===== config.mk =====
export PLATFORM = sky130hd
export DESIGN_NAME = fft_frame_sequencer_flat
export DESIGN_NICKNAME = d
export VERILOG_FILES = /design/src/rtl/fft_frame_sequencer_if.sv /design/src/rtl/fft_frame_sequencer.sv /design/src/flat_wrapper.sv
export SDC_FILE = /design/constraint.sdc
export NUM_CORES = 1
export LEC_CHECK = 0
export CELL_PAD_IN_SITES_DETAIL_PLACEMENT = 1
export CELL_PAD_IN_SITES_GLOBAL_PLACEMENT = 2
export CORE_UTILIZATION = 33
export CTS_CLUSTER_DIAMETER = 120
export DETAILED_ROUTE_END_ITERATION = 10
export MAX_ROUTING_LAYER = met4
export PLACE_DENSITY_LB_ADDON = 0.3
export SETUP_SLACK_MARGIN = 0.2
export SYNTH_ARGS = -nofsm -noshare
export SYNTH_HDL_FRONTEND = slang
export SYNTH_SLANG_ARGS = --single-unit

===== constraint.sdc =====
create_clock -name clk -period 2.7 [get_ports clk]
set_input_delay 0.54 -clock clk [delete_from_list [all_inputs] [get_ports clk]]
set_output_delay 0.54 -clock clk [all_outputs]
set_load 0.02 [all_outputs]

===== src/rtl/fft_frame_sequencer_if.sv =====
// Streaming bundle between the frame sequencer, the ADC front end and the FFT core.
// master = sequencer side (consumes ADC/FFT-source, drives FFT sink); slave = environment side.
interface fft_frame_sequencer_if #(
  parameter int DATA_W = 12
);
  logic [DATA_W-1:0] adc_data;
  logic              adc_valid;
  logic              sink_ready;
  logic              sink_valid;
  logic              sink_sop;
  logic              sink_eop;
  logic [DATA_W-1:0] sink_data;
  logic              source_sop;
  logic              source_eop;

  modport master (
    input  adc_data, adc_valid, sink_ready, source_sop, source_eop,
    output sink_valid, sink_sop, sink_eop, sink_data
  );

  modport slave (
    output adc_data, adc_valid, sink_ready, source_sop, source_eop,
    input  sink_valid, sink_sop, sink_eop, sink_data
  );
endinterface


===== src/rtl/fft_frame_sequencer.sv =====
// Frames ADC samples into FFT_LEN blocks, keeps one frame in flight, then pulses result_valid.
// Optional macro DECIM_EN adds the decim[7:0] input: only every (decim+1)-th adc_valid is offered.
module fft_frame_sequencer #(
  parameter int FFT_LEN = 1024,
  parameter int DATA_W  = 12,
  parameter int SETTLE  = 24,
  parameter int TIMEOUT = 65535
) (
  input  logic                        clk,
  input  logic                        rst_n,
  input  logic                        start,
  input  logic                        continuous,
  input  logic                        stop,
`ifdef DECIM_EN
  input  logic [7:0]                  decim,
`endif
  fft_frame_sequencer_if.master       stream,
  output logic                        result_valid,
  output logic                        busy,
  output logic                        overrun,
  output logic                        timeout_err,
  output logic [15:0]                 frame_count
);

  localparam int IDX_W   = $clog2(FFT_LEN);
  localparam int CNT_MAX = (TIMEOUT > SETTLE) ? TIMEOUT : SETTLE;
  localparam int CNT_W   = $clog2(CNT_MAX + 1);

  typedef enum logic [2:0] {
    S_IDLE,
    S_FEED,
    S_WAIT_FFT,
    S_SETTLE_WAIT,
    S_DONE
  } state_t;

  state_t              state_q, state_d;
  logic [IDX_W-1:0]    idx_q, idx_d;
  logic [CNT_W-1:0]    cnt_q, cnt_d;
  logic                stop_pending_q, stop_pending_d;
  logic                sink_valid_q, sink_valid_d;
  logic                sink_sop_q, sink_sop_d;
  logic                sink_eop_q, sink_eop_d;
  logic [DATA_W-1:0]   sink_data_q, sink_data_d;
  logic                result_valid_q, result_valid_d;
  logic                overrun_q, overrun_d;
  logic                timeout_err_q, timeout_err_d;
  logic [15:0]         frame_count_q, frame_count_d;

  logic sel, accept, drop, last, timeout_hit, settle_done, stop_eff;

`ifdef DECIM_EN
  logic [7:0] dcnt_q, dcnt_d;
  assign sel = (dcnt_q == 8'd0);
`else
  assign sel = 1'b1;
`endif

  assign accept      = (state_q == S_FEED) && stream.adc_valid && stream.sink_ready && sel;
  assign drop        = (state_q == S_FEED) && stream.adc_valid && !stream.sink_ready && sel;
  assign last        = accept && (idx_q == IDX_W'(FFT_LEN - 1));
  assign timeout_hit = (cnt_q == CNT_W'(TIMEOUT - 1));
  assign settle_done = (cnt_q == CNT_W'(SETTLE - 1));
  // A stop arriving in the DONE cycle itself must still prevent re-arming.
  assign stop_eff    = stop_pending_q | stop;

  always_ff @(posedge clk or negedge rst_n) begin
    if (!rst_n) begin
      state_q <= S_IDLE;
    end else begin
      state_q <= state_d;
    end
  end

  always_comb begin
    state_d = state_q;
    unique case (state_q)
      S_IDLE:        if (start) state_d = S_FEED;
      S_FEED:        if (last) state_d = S_WAIT_FFT;
      S_WAIT_FFT: begin
        if (stream.source_eop)                           state_d = S_SETTLE_WAIT;
        else if (!stream.source_sop && timeout_hit)      state_d = S_IDLE;
      end
      S_SETTLE_WAIT: if (settle_done) state_d = S_DONE;
      S_DONE:        state_d = (continuous && !stop_eff) ? S_FEED : S_IDLE;
      default:       state_d = S_IDLE;
    endcase
  end

  always_comb begin
    idx_d          = idx_q;
    cnt_d          = cnt_q;
    stop_pending_d = stop_pending_q;
    sink_valid_d   = accept;
    sink_sop_d     = accept && (idx_q == '0);
    sink_eop_d     = last;
    sink_data_d    = accept ? stream.adc_data : sink_data_q;
    result_valid_d = 1'b0;
    overrun_d      = overrun_q;
    timeout_err_d  = timeout_err_q;
    frame_count_d  = frame_count_q;

    if ((state_q != S_IDLE) && stop) stop_pending_d = 1'b1;
    if (state_d == S_IDLE)           stop_pending_d = 1'b0;

    unique case (state_q)
      S_IDLE: begin
        if (start) begin
          overrun_d     = 1'b0;
          timeout_err_d = 1'b0;
          idx_d         = '0;
        end
      end
      S_FEED: begin
        if (accept) idx_d = last ? '0 : idx_q + IDX_W'(1);
        if (drop)   overrun_d = 1'b1;
        if (last)   cnt_d = '0;
      end
      S_WAIT_FFT: begin
        if (stream.source_eop || stream.source_sop) begin
          cnt_d = '0;
        end else if (timeout_hit) begin
          timeout_err_d = 1'b1;
          cnt_d         = '0;
        end else begin
          cnt_d = cnt_q + CNT_W'(1);
        end
      end
      S_SETTLE_WAIT: begin
        if (settle_done) begin
          result_valid_d = 1'b1;
          frame_count_d  = frame_count_q + 16'd1;
          cnt_d          = '0;
        end else begin
          cnt_d = cnt_q + CNT_W'(1);
        end
      end
      S_DONE:  idx_d = '0;
      default: idx_d = '0;
    endcase
  end

`ifdef DECIM_EN
  always_comb begin
    dcnt_d = dcnt_q;
    if ((state_d == S_FEED) && (state_q != S_FEED)) begin
      dcnt_d = 8'd0;
    end else if ((state_q == S_FEED) && stream.adc_valid) begin
      dcnt_d = (dcnt_q >= decim) ? 8'd0 : dcnt_q + 8'd1;
    end
  end

  always_ff @(posedge clk or negedge rst_n) begin
    if (!rst_n) dcnt_q <= 8'd0;
    else        dcnt_q <= dcnt_d;
  end
`endif

  always_ff @(posedge clk or negedge rst_n) begin
    if (!rst_n) begin
      idx_q          <= '0;
      cnt_q          <= '0;
      stop_pending_q <= 1'b0;
      sink_valid_q   <= 1'b0;
      sink_sop_q     <= 1'b0;
      sink_eop_q     <= 1'b0;
      sink_data_q    <= '0;
      result_valid_q <= 1'b0;
      overrun_q      <= 1'b0;
      timeout_err_q  <= 1'b0;
      frame_count_q  <= 16'd0;
    end else begin
      idx_q          <= idx_d;
      cnt_q          <= cnt_d;
      stop_pending_q <= stop_pending_d;
      sink_valid_q   <= sink_valid_d;
      sink_sop_q     <= sink_sop_d;
      sink_eop_q     <= sink_eop_d;
      sink_data_q    <= sink_data_d;
      result_valid_q <= result_valid_d;
      overrun_q      <= overrun_d;
      timeout_err_q  <= timeout_err_d;
      frame_count_q  <= frame_count_d;
    end
  end

  assign stream.sink_valid = sink_valid_q;
  assign stream.sink_sop   = sink_sop_q;
  assign stream.sink_eop   = sink_eop_q;
  assign stream.sink_data  = sink_data_q;
  assign result_valid      = result_valid_q;
  assign busy              = (state_q != S_IDLE);
  assign overrun           = overrun_q;
  assign timeout_err       = timeout_err_q;
  assign frame_count       = frame_count_q;

endmodule

===== src/flat_wrapper.sv =====
// flat-port wrapper written by rule: the top's interface ports become plain ports
module fft_frame_sequencer_flat 
#(
  parameter int FFT_LEN = 1024,
  parameter int DATA_W  = 12,
  parameter int SETTLE  = 24,
  parameter int TIMEOUT = 65535
)
  (clk, rst_n, start, continuous, stop, result_valid, busy, overrun, timeout_err, frame_count, stream_adc_data, stream_adc_valid, stream_sink_ready, stream_source_sop, stream_source_eop, stream_sink_valid, stream_sink_sop, stream_sink_eop, stream_sink_data);
  fft_frame_sequencer_if #(.DATA_W(DATA_W)) stream_i ();
  input  logic clk;
  input  logic rst_n;
  input  logic start;
  input  logic continuous;
  input  logic stop;
  output logic result_valid;
  output logic busy;
  output logic overrun;
  output logic timeout_err;
  output logic [15:0] frame_count;
  input wire logic [$bits(stream_i.adc_data)-1:0] stream_adc_data;
  input wire logic [$bits(stream_i.adc_valid)-1:0] stream_adc_valid;
  input wire logic [$bits(stream_i.sink_ready)-1:0] stream_sink_ready;
  input wire logic [$bits(stream_i.source_sop)-1:0] stream_source_sop;
  input wire logic [$bits(stream_i.source_eop)-1:0] stream_source_eop;
  output wire logic [$bits(stream_i.sink_valid)-1:0] stream_sink_valid;
  output wire logic [$bits(stream_i.sink_sop)-1:0] stream_sink_sop;
  output wire logic [$bits(stream_i.sink_eop)-1:0] stream_sink_eop;
  output wire logic [$bits(stream_i.sink_data)-1:0] stream_sink_data;
  assign stream_i.adc_data = stream_adc_data;
  assign stream_i.adc_valid = stream_adc_valid;
  assign stream_i.sink_ready = stream_sink_ready;
  assign stream_i.source_sop = stream_source_sop;
  assign stream_i.source_eop = stream_source_eop;
  assign stream_sink_valid = stream_i.sink_valid;
  assign stream_sink_sop = stream_i.sink_sop;
  assign stream_sink_eop = stream_i.sink_eop;
  assign stream_sink_data = stream_i.sink_data;
  fft_frame_sequencer #(.FFT_LEN(FFT_LEN), .DATA_W(DATA_W), .SETTLE(SETTLE), .TIMEOUT(TIMEOUT)) u_core (.clk(clk), .rst_n(rst_n), .start(start), .continuous(continuous), .stop(stop), .stream(stream_i), .result_valid(result_valid), .busy(busy), .overrun(overrun), .timeout_err(timeout_err), .frame_count(frame_count));
endmodule

Word level (Yosys, flattened, before mapping):

Index checks and enable logic that the tools add are counted.

* output and inout bits: 35
* register bits after elaboration: 64

* reduce and logical (&&, ||, !) cells: 26
* eq/ne operators: 13
* $add $sub $neg: 3
* muxes and demuxes: 26
* bitwise gates (word level): 2

Operator list (count)
* 2-to-1 mux 16 bit: 4
* one-hot mux 16 bit (3 select lines): 1
* adder 16 x 1 -> 16 bit (second input constant): 2
* 2-to-1 mux 10 bit: 3
* one-hot mux 10 bit (3 select lines): 1
* == test 16 bit (second input constant): 1
* == test 16 x 5 -> 1 bit (second input constant): 1
* 2-to-1 mux 3 bit: 5
* one-hot mux 3 bit (5 select lines): 1
* adder 10 x 1 -> 10 bit (second input constant): 1
* == test 10 bit (second input constant): 1
* zero test 10 bit: 1
* 2-to-1 mux 1 bit: 9
* logical AND 1 bit: 8
* != test 2 x 1 -> 1 bit (second input constant): 4
* == test 3 x 2 -> 1 bit (second input constant): 2
* zero test 3 bit: 2
* AND reduction 3 bit: 2
* nonzero test 2 bit: 3
* nonzero test 3 bit: 2
* != test 2 bit (second input constant): 2
* one-hot mux 1 bit (2 select lines): 2
* AND reduction 2 bit: 2
* AND reduction 4 bit: 1
* 7 further kinds: 9

Depth between registers and ports, before layout:

* word-level depth: 8
* gate-level depth with buffers: 9

Worst setup path after synthesis:

No wires, ideal clock.

* path kind: register to register
* start: register u_core.cnt_q[0]
* end: register u_core.cnt_q[9]
* cell stages (with the launch flop): 10
* data required time: 2.562 ns
* library setup time: 0.138 ns
* path slack: 0.816 ns
* path buffers: 2
* arrival time: 1.746 ns
* cell sequence: dfrtp_1 -> inv_1 -> ha_1 -> nand4_1 -> nor4_4 -> and3b_1 -> buf_2 -> buf_6 -> o32ai_1 -> a22oi_1

* cells in the longest elaborated chain, start to end: 4
* elaborated cells on any way between the ends: 7
* those cells by class: add/sub: 1; eq/ne: 2; mux: 4

RTL lines
* from (decl): line fft_frame_sequencer.sv:39 `logic [CNT_W-1:0] cnt_q, cnt_d;`
* from (signal assigned): line fft_frame_sequencer.sv:174 `cnt_q <= cnt_d;`
* adder 16 x 1 -> 16 bit or == test 16 bit (tied branches): line fft_frame_sequencer.sv:126, fft_frame_sequencer.sv:135, fft_frame_sequencer.sv:62
* 2-to-1 mux 16 bit: line fft_frame_sequencer.sv:122 `end else if (timeout_hit) begin`
* 2-to-1 mux 16 bit: line fft_frame_sequencer.sv:120 `if (stream.source_eop || stream.source_sop) begin`
* one-hot mux 16 bit (3 select lines) (*): line fft_frame_sequencer.sv:106 `unique case (state_q)`

Mark *: on every way between the ends. The rest lies on a longest branch, timed or not.
A chain may end at the register's enable or synchronous reset.

Worst setup path in the final report:

* start: register u_core.state_q[2]
* end: output busy

* cells in the longest elaborated chain, start to end: 1

RTL lines
* from (decl): line fft_frame_sequencer.sv:37 `state_t state_q, state_d;`
* from (signal assigned): line fft_frame_sequencer.sv:71 `state_q <= state_d;`
* nonzero test 3 bit: line fft_frame_sequencer.sv:192 `assign busy = (state_q != S_IDLE);`
* to (decl): line flat_wrapper.sv:17 `output logic busy;`

No other way between the ends.

==> impl_metrics.env <==
export IMPL_synthMostInstantiatedCell="dfrtp_1"
export IMPL_dpl_hpwl_mm=5.91
export IMPL_max_cap_violations=0
export IMPL_io_pins=56
export IMPL_max_freq_mhz=432
export IMPL_drc=0
export IMPL_fin_crit_ns=2.32
export IMPL_synth_top_cell_area_share=0.490
export IMPL_layoutNonFillerInstCount=518
export IMPL_nNetsFinal=410
export IMPL_clock_path_buffers=2
export IMPL_routed_wl_mm=8.29
export IMPL_drive_above_1_share=0.141
export IMPL_synth_seq_area_share=0.490
export IMPL_status="completed"
export IMPL_synthCells=320
export IMPL_avgSynthCellArea_um2=10.2
export IMPL_setup_viol=0
export IMPL_num_fill_cells=1061
export IMPL_grtUsageTotal=0.184
export IMPL_hold_path_class="in -> async"
export IMPL_ys_ff_latch=64
export IMPL_finalHoldViolCount=0
export IMPL_clock_sinks=64
export IMPL_synth_edf_count=0
export IMPL_syn_nets=346
export IMPL_cp_max_fo=9
export IMPL_crit_path_cell_trace="nor3_1 -> inv_1 -> clkdlybuf4s50_1"
export IMPL_post_route_period_util=0.858
export IMPL_io_buffers=55
export IMPL_num_antenna_cells=0
export IMPL_worst_path_buf_inv=2
export IMPL_die_x_um=102
export IMPL_worst_ep_required_time_ns=2.16
export IMPL_p_per_area_nw_per_um2=546
export IMPL_wl_per_cell_um=16.0
export IMPL_regArea_um2=1600
export IMPL_die_h_um=102
export IMPL_critPathKind="reg -> out"
export IMPL_cts_root_buf="clkbuf_8"
export IMPL_crit_slowest_cell="clkdlybuf4s50_1"
export IMPL_p_leak_nw=1.79
export IMPL_multi_input_area_um2=1560
export IMPL_gp_congestion=0.758
export IMPL_num_vias=2672
export IMPL_tightest_slew_ns=0.669
export IMPL_initial_core_util=0.347
export IMPL_relSlewSlack=0.554
export IMPL_rsz0062_at_grt="no"
export IMPL_fp_row_count=35
export IMPL_grt_max_degree=65
export IMPL_cts_tree="built"
export IMPL_clk_pin_slew_ns=0.07
export IMPL_crit_path_start_kind="flip-flop"
export IMPL_synthTopCellsByArea="dfrtp_1 49%, mux2_2 4.5%, nand2_1 4.0%"
export IMPL_fp_dieArea_um2=10300
export IMPL_max_stage_delay_ns=0.54
export IMPL_drt_iter0_drc=84
export IMPL_max_vdd_ir_drop_mv=0.258
export IMPL_core_area_um2=9420
export IMPL_ant_nets=0
export IMPL_grt_pass1_wl_mm=14.1
export IMPL_yosys_cell_types_count=53
export IMPL_first_pass_iters=4
export IMPL_yosysTopAreaCell="dfrtp_1"
export IMPL_grt_pass1_vias=2839
export IMPL_grt_overflow_total=0
export IMPL_fin_tns_setup_ns=0
export IMPL_cts_made_buffers=9
export IMPL_slew_viol_final=0
export IMPL_synth_async_reset_ratio=1.00
export IMPL_synth_flop_cell="dfrtp_1"
export IMPL_insertion_delay_ns=0.34
export IMPL_worst_ep_arrival_time_ns=1.78
export IMPL_end_kind="output port"
export IMPL_synthesis_area_um2=3270
export IMPL_fin_worst_skew_ns=0.00890
export IMPL_viasPerCell=5.16
export IMPL_area_delta_synth_final_pct=28.6
export IMPL_placed_cells=502
export IMPL_cts_max_level=3
export IMPL_cp_top_family="buffers and inverters"
export IMPL_yosys_top_cells_count="64 x dfrtp_1, 35 x nand2_1, 26 x nor2_1, 14 x inv_1, 14 x nand4_1"
export IMPL_antenna_found_initial=0
export IMPL_ys_warnings_count=0
==> final timing paths <==
| kind | start | end | slack, ns | cells after the start |
|---|---|---|---|---|
| max in group asynchronous | rst_n | u_core.frame_count[7] | 2.19 | 2 |
| min | rst_n | u_core.stream.sink_data[5] | 0.20 | 2 |
| max reg2reg | u_core.cnt_q[0] | u_core.cnt_q[8] | 0.50 | 8 |
| min reg2reg | u_core.frame_count[15] | u_core.frame_count[15] | 0.47 | 1 |
| max | u_core.state_q[2] | busy | 0.38 | 3 |
| min in group clk | u_core.frame_count[15] | u_core.frame_count[15] | 0.47 | 1 |
==> cells by family after synthesis <==
group           synth area share
compound gates             0.105
xor+xnor                  0.0616
fa+ha+maj                 0.0191
buf+inv                   0.0333
flops                      0.490
mux                       0.0478
simple gates               0.243
==> stage by stage <==
| stage | utilization | setup slack, ns | hold WS, ns | power (mW) | area (µm²) |
|---|---|---|---|---|---|
| floorplan | - | 0.816 | 0.244 | 1.28 | 3270 |
| global placement | 0.424 | 0.428 | 0.468 | 1.46 | 3990 |
| detailed placement | 0.424 | 0.358 | 0.464 | 1.47 | 3990 |
| CTS | 0.446 | 0.338 | 0.213 | 2.34 | 4200 |
| global route | 0.447 | 0.245 | 0.192 | 2.43 | 4200 |
| finish | 0.447 | 0.384 | 0.196 | 2.30 | 4200 |
==> worst register-to-register path, stage by stage (launching register included) <==
cell	delay, ns
dfrtp_1	0.41
inv_1	0.10
ha_1	0.15
nand4_1	0.16
nor4_4	0.36
and3b_1	0.44
buf_4	0.25
o22ai_1	0.15
nand2_1	0.07
==> cell type report <==
type / count / share of cell area
inverters: 14 / 0.0125
flip-flops and latches: 64 / 0.381
well taps: 129 / 0.0384
clock buffers: 11 / 0.0360
clock inverters: 5 / 0.0131
repair buffers: 63 / 0.147
multi-input cells: 232 / 0.372
==> sequential cells by signal, indices dropped and copies added (netlist names) <==
name / flops
u_core.cnt_q: 16
u_core.frame_count: 16
u_core.idx_q: 10
u_core.overrun: 1
u_core.result_valid: 1
u_core.state_q: 3
u_core.stop_pending_q: 1
u_core.stream.sink_data: 12
u_core.stream.sink_eop: 1
u_core.stream.sink_sop: 1
u_core.stream.sink_valid: 1
u_core.timeout_err: 1
==> per-layer routing <==
| layer | up-vias | share of wire | wire length, µm | track usage |
|---|---|---|---|---|
| met1 | 1345 | 0.46 | 3780 | 0.217 |
| met4 | 0 | 0.0078 | 65 | 0.0401 |
| li1 | 1280 | - | - | - |
| met3 | 4 | 0.034 | 279 | 0.0524 |
| met5 | - | 0 | 0 | - |
| met2 | 43 | 0.50 | 4170 | 0.310 |
==> repair_timing <==
| action | in CTS | in global routing |
|---|---|---|
| hold buffers | 0 | 0 |
| buffers inserted | 0 | 0 |
| endpoints found under the setup margin | 0 | 4 |
| gates resized for setup | 0 | 1 |
==> layout by cell type (no fill, tap or decap), types with 3 or more instances in the layout <==
master / netlist / routed
a41oi_1: 3 / 3
clkbuf_8: 0 / 11
ha_1: 5 / 5
a21oi_1: 6 / 6
buf_4: 2 / 7
nor4_1: 7 / 7
o2111ai_1: 3 / 3
nor2b_1: 6 / 6
xnor2_1: 13 / 13
a22oi_1: 3 / 3
o21bai_1: 3 / 3
and3_1: 3 / 3
xor2_1: 10 / 10
inv_1: 14 / 14
nor3_2: 4 / 4
nand2_1: 35 / 35
nand3_1: 11 / 11
nand4_1: 14 / 14
nor3_1: 9 / 9
o22ai_1: 5 / 5
clkdlybuf4s50_1: 0 / 54
o211ai_1: 4 / 4
nor2_1: 26 / 26
mux2_2: 13 / 13
dfrtp_1: 64 / 64
o21ai_1: 4 / 4
o21ai_0: 10 / 10
==> report_power, final <==
part | internal [mW] | switching, mW | total [mW]
sequential | 1.03 | 0.0678 | 1.10
combinational | 0.174 | 0.169 | 0.343
clock | 0.473 | 0.380 | 0.854
(Power assumes the default switching activity.)
